## src/rtl/or_and_pkg.sv

```systemverilog
// Shared types and helpers for the OR/AND exact-sum recovery unit.
package or_and_pkg;

   typedef enum logic [1:0] {
      IDLE = 2'd0,
      ITER = 2'd1,
      DONE = 2'd2
   } state_e;

   // Counter must be able to hold the value WIDTH itself (a full carry ripple).
   function automatic int iter_w(input int width);
      return $clog2(width + 1);
   endfunction

endpackage

```

## src/rtl/or_and_carry_step.sv

```systemverilog
// One carry-propagation step of x+y: sum-without-carry, shifted carries, and the bit lost off the MSB.
module or_and_carry_step #(
   parameter int WIDTH = 16
) (
   input  logic [WIDTH-1:0] x,
   input  logic [WIDTH-1:0] y,
   output logic [WIDTH-1:0] x_nxt,
   output logic [WIDTH-1:0] y_nxt,
   output logic             msb_carry
);

   logic [WIDTH-1:0] gen;

   assign gen       = x & y;
   assign x_nxt     = x ^ y;
   assign y_nxt     = {gen[WIDTH-2:0], 1'b0};
   assign msb_carry = gen[WIDTH-1];

endmodule

```

## src/rtl/or_and_sum_recover.sv

```systemverilog
// Rebuilds exact A+B (with carry-out) from (A|B) and (A&B) by iterative carry propagation.
// Optional feature: define OAR_ITER_COUNT_EN to add the out_iters port.
module or_and_sum_recover
   import or_and_pkg::*;
#(
   parameter int WIDTH    = 16,
   parameter int MAX_ITER = WIDTH
) (
   input  logic                        clk,
   input  logic                        rst,
   input  logic                        in_valid,
   output logic                        in_ready,
   input  logic [WIDTH-1:0]            in_or,
   input  logic [WIDTH-1:0]            in_and,
   output logic                        out_valid,
   input  logic                        out_ready,
   output logic [WIDTH-1:0]            out_sum,
   output logic                        out_cout,
   output logic                        out_trunc
`ifdef OAR_ITER_COUNT_EN
   ,
   output logic [iter_w(WIDTH)-1:0]    out_iters
`endif
);

   localparam int IW = iter_w(WIDTH);
   localparam logic [IW-1:0] ITER_CAP = IW'(MAX_ITER);

   state_e           state_q, state_d;
   logic [WIDTH-1:0] x_q, x_d;
   logic [WIDTH-1:0] y_q, y_d;
   logic             cout_q, cout_d;
   logic [IW-1:0]    iter_q, iter_d;
   logic [WIDTH-1:0] sum_q, sum_d;
   logic             ocout_q, ocout_d;
   logic             trunc_q, trunc_d;

   logic [WIDTH-1:0] x_step, y_step;
   logic             msb_carry;

   or_and_carry_step #(.WIDTH(WIDTH)) u_step (
      .x         (x_q),
      .y         (y_q),
      .x_nxt     (x_step),
      .y_nxt     (y_step),
      .msb_carry (msb_carry)
   );

   always_ff @(posedge clk) begin
      if (rst) begin
         state_q <= IDLE;
         x_q     <= '0;
         y_q     <= '0;
         cout_q  <= 1'b0;
         iter_q  <= '0;
         sum_q   <= '0;
         ocout_q <= 1'b0;
         trunc_q <= 1'b0;
      end else begin
         state_q <= state_d;
         x_q     <= x_d;
         y_q     <= y_d;
         cout_q  <= cout_d;
         iter_q  <= iter_d;
         sum_q   <= sum_d;
         ocout_q <= ocout_d;
         trunc_q <= trunc_d;
      end
   end

   always_comb begin
      state_d = state_q;
      x_d     = x_q;
      y_d     = y_q;
      cout_d  = cout_q;
      iter_d  = iter_q;
      sum_d   = sum_q;
      ocout_d = ocout_q;
      trunc_d = trunc_q;
      case (state_q)
         IDLE: begin
            if (in_valid) begin
               x_d     = in_or;
               y_d     = in_and;
               cout_d  = 1'b0;
               iter_d  = '0;
               state_d = ITER;
            end
         end
         ITER: begin
            if (y_q == '0) begin
               sum_d   = x_q;
               ocout_d = cout_q;
               trunc_d = 1'b0;
               state_d = DONE;
            end else if (iter_q == ITER_CAP) begin
               // Unresolved carries are folded back in as OR: the best single-word approximation.
               sum_d   = x_q | y_q;
               ocout_d = cout_q;
               trunc_d = 1'b1;
               state_d = DONE;
            end else begin
               x_d    = x_step;
               y_d    = y_step;
               cout_d = cout_q | msb_carry;
               iter_d = iter_q + 1'b1;
            end
         end
         DONE: begin
            if (out_ready) begin
               state_d = IDLE;
            end
         end
         default: state_d = IDLE;
      endcase
   end

   assign in_ready  = (state_q == IDLE);
   assign out_valid = (state_q == DONE);
   assign out_sum   = sum_q;
   assign out_cout  = ocout_q;
   assign out_trunc = trunc_q;

`ifdef OAR_ITER_COUNT_EN
   logic [IW-1:0] iters_q;

   always_ff @(posedge clk) begin
      if (rst) begin
         iters_q <= '0;
      end else if (state_q == ITER && state_d == DONE) begin
         iters_q <= iter_q;
      end
   end

   assign out_iters = iters_q;
`endif

`ifndef SYNTHESIS
   // The identity only holds when the AND word is a bit-subset of the OR word.
   always_ff @(posedge clk) begin
      if (!rst && in_valid && in_ready) begin
         assert ((in_and & ~in_or) == '0)
            else $error("or_and_sum_recover: in_and is not a subset of in_or");
      end
   end
`endif

endmodule
```

## config.mk

```make
export PLATFORM = sky130hd
export DESIGN_NAME = or_and_sum_recover
export DESIGN_NICKNAME = d
export VERILOG_FILES = /design/src/rtl/or_and_pkg.sv /design/src/rtl/or_and_carry_step.sv /design/src/rtl/or_and_sum_recover.sv
export SDC_FILE = /design/constraint.sdc
export NUM_CORES = 1
export LEC_CHECK = 0
export CORE_MARGIN = 1.5
export CORE_UTILIZATION = 35
export CTS_BUF_LIST = sky130_fd_sc_hd__clkbuf_8
export DETAILED_ROUTE_END_ITERATION = 8
export HOLD_SLACK_MARGIN = 0.15
export PLACE_DENSITY = 0.56
export SYNTH_ARGS = -nofsm -noshare
export SYNTH_HDL_FRONTEND = slang
export SYNTH_SLANG_ARGS = --single-unit
```

## constraint.sdc

```tcl
create_clock -name clk -period 3.4 [get_ports clk]
set_input_delay 0.68 -clock clk [delete_from_list [all_inputs] [get_ports clk]]
set_output_delay 0.68 -clock clk [all_outputs]
set_load 0.02 [all_outputs]
```

==> results_dict.tcl <==
set metrics [dict create \
    fmax_ghz 0.408 \
    post_cts_resized 0 \
    synth_compound_area_share_pct 21.2 \
    grt_antenna_before_repair 0 \
    grt-ovfl-total 0 \
    synth_area_leader_cell "dfxtp_1" \
    hold_depth 2 \
    final_nets 494 \
    yosysSeqAreaShare_pct 35.7 \
    synth_edf_count 0 \
    drive_above_1_share_pct 13.3 \
    finalPower_uw 1870 \
    slew_headroom_pct 37.9 \
    cts_tree "done" \
    use_met3_pct 2.60 \
    synth_flop_cell "dfxtp_1" \
    p_sw_uw 550 \
    cp-start-kind "register" \
    gp_congestion 0.756 \
    r2r_cells 5 \
    critPathRequiredTime_ns 3.66 \
    met1_usage_pct 23.3 \
    clk_latency_ns 0.34 \
    worst_pin_slew_ns 0.931 \
    cp.arrival_ns 2.71 \
    clk_pin_slew_ns 0.08 \
    via_per_inst 5.09 \
    fp-row-count 35 \
    hold_viol 0 \
    ctsHoldBuffers 0 \
    post-route-drc-count 0 \
    switching_share_pct 29.4 \
    dieHeight_um 99.4 \
    synth_top_family_by_area "compound AO/OA/AOI/OAI gates" \
    yosysTopAreaCellShare_pct 35.7 \
    critPathCaptureType "register" \
    path_max_fanout 17 \
    p_int_uw 1320 \
    cts_max_path_buffers 2 \
    cts_buffers 9 \
    diodes 0 \
    via_count 2749 \
    holdCritPathClass "register to register" \
    min_period_ns 2.45 \
    synth.top_cells.by_count "nand2_1 (69), dfxtp_1 (58), nor2_1 (54), inv_1 (35), ha_1 (34)" \
    synth_fa_ha_area_share_pct 13.1 \
    post-synth-top-count-cell "nand2_1" \
    drv_cap 0 \
    die_area_um2 9890 \
    criticalPathCategory "register to register" \
    first_iter_violations 141 \
    ir_worst_vdd_uv 205 \
    final_cells 540 \
    synth_nets 448 \
    tns_ns 0 \
    grt_pass1_wl_um 13500 \
    seqPwrFrac_pct 42.3 \
    dieWidth_um 99.4 \
    io_pins 56 \
    drtPass1Iterations 4 \
    synthMuxAreaShare_pct 0.653 \
    p_comb_share_pct 19.7 \
    ys_ff_latch 58 \
    post_cts_buffers 0 \
    grt_start_max_net_pins 37 \
    postSynth.asyncResetShare_pct 0 \
    place_inst 524 \
    drv_slew 0 \
    ant_nets 0 \
    syn-cell-area_um2 3260 \
    grt_setup_unrepaired "no" \
    yosys.area_share.simple_pct 20.6 \
    avgSynthCellArea_um2 8.61 \
    cts_root_buf "clkbuf_8" \
    yosysWarnings 0 \
    clkSinkCount 58 \
    met2_usage_pct 27.8 \
    wl_per_cell_um 14.9 \
    grt_usage_pct 17.3 \
    first_global_vias 2718 \
    start_util_pct 35.7 \
    fin_crit_sh_pct 72.1 \
    setup_viol 0 \
    power_density_nw_per_um2 459 \
    place_hpwl_um 5540 \
    coreArea_um2 9110 \
    skew_ns 0.0130 \
    grt.busiest_layer "met2" \
    synth.area.top_cells "dfxtp_1 (36%), ha_1 (13%), a311oi_2 (13%)" \
    syn_to_final_growth_pct 25.2 \
    outcome "finished clean" \
    leakagePower_uw 0.00160 \
    postRouteWirelength_um 8020 \
    pwr-share-clk_pct 38.0 \
    io_buffers 55 \
    synthXorXnorAreaFrac_pct 0 \
    ys_types 29 \
    syn_inst 378 \
    htree_levels 3 \
]
flip-flops by register name, summed over array words and instances, names as in the netlist:
| name | cells |
|---|---|
| state_q | 2 |
| cout_q | 1 |
| x_q | 16 |
| out_sum | 16 |
| out_trunc | 1 |
| y_q | 16 |
| out_cout | 1 |
| iter_q | 5 |
cell type report:
class	count	area (um2)
fill	915	5030
multi-input combinational	256	1810
sequential	58	1160
timing repair buffer	64	613
tap	111	139
clock buffer	10	138
inverter	35	131
clock inverter	6	81.3
metal layers:
| metal | part of all wire [%] | vias to the layer above |
|---|---|---|
| li1 | - | 1394 |
| met1 | 49 | 1297 |
| met2 | 46 | 46 |
| met3 | 3.1 | 12 |
| met4 | 1.9 | 0 |
| met5 | 0 | - |
cell usage in the layout, fill, tap and decap left out, types with 5 or more instances in the layout:
master           synthesis  routed
a221oi_1                16      16
nor3_1                  22      22
clkbuf_8                 0      10
nand2_1                 69      69
nor2_1                  54      54
a21oi_1                  5       5
ha_1                    34      34
dfxtp_1                 58      58
inv_1                   35      36
a311oi_2                28      28
buf_4                    4       9
clkdlybuf4s50_1          0      54
cell families (layout without fill, tap and decap cells):
logic type | after synthesis | count (layout)
AO/OA/AOI/OAI | 60 | 60
multiplexers | 2 | 2
adder cells (fa/ha/maj) | 34 | 34
buffers and inverters | 64 | 115
AND/OR/NAND/NOR | 160 | 160
flip-flops | 58 | 58
worst max-delay path: stages (launching register included):
cell and delay [ns]:
dfxtp_1 0.34, nor4_1 0.38, and4_1 0.60, and2_1 0.71, a221oi_1 0.20, nor2_1 0.15
power groups by stage:
stage          Sequential, uW  Clock [uW]  Combinational, uW
3_5_place_dp              805           0                371
5_1_grt                   798         759                419
6_report                  790         710                369
2_1_floorplan             788           0                277
4_1_cts                   790         724                374
3_3_place_gp              804           0                366
per-stage QoR:
step                setup WS [ns]  util, %  area, um2  hold slack [ns]
floorplan                    1.66        -       3260            0.452
global placement            0.954     42.3       3860            0.474
detailed placement          0.931     42.3       3860            0.487
CTS                         0.917     44.7       4080            0.508
global route                0.740     44.7       4080            0.537
finish                      0.949     44.7       4080            0.505
final timing paths:
| check | endpoint | slack (ns) | start |
|---|---|---|---|
| min reg2reg | out_cout | 0.50 | cout_q |
| max | out_sum[11] | 0.95 | y_q[10] |
| max reg2reg | out_sum[11] | 0.95 | y_q[10] |
| min | out_cout | 0.50 | cout_q |
Note: power is estimated with default switching activity, not from simulation.
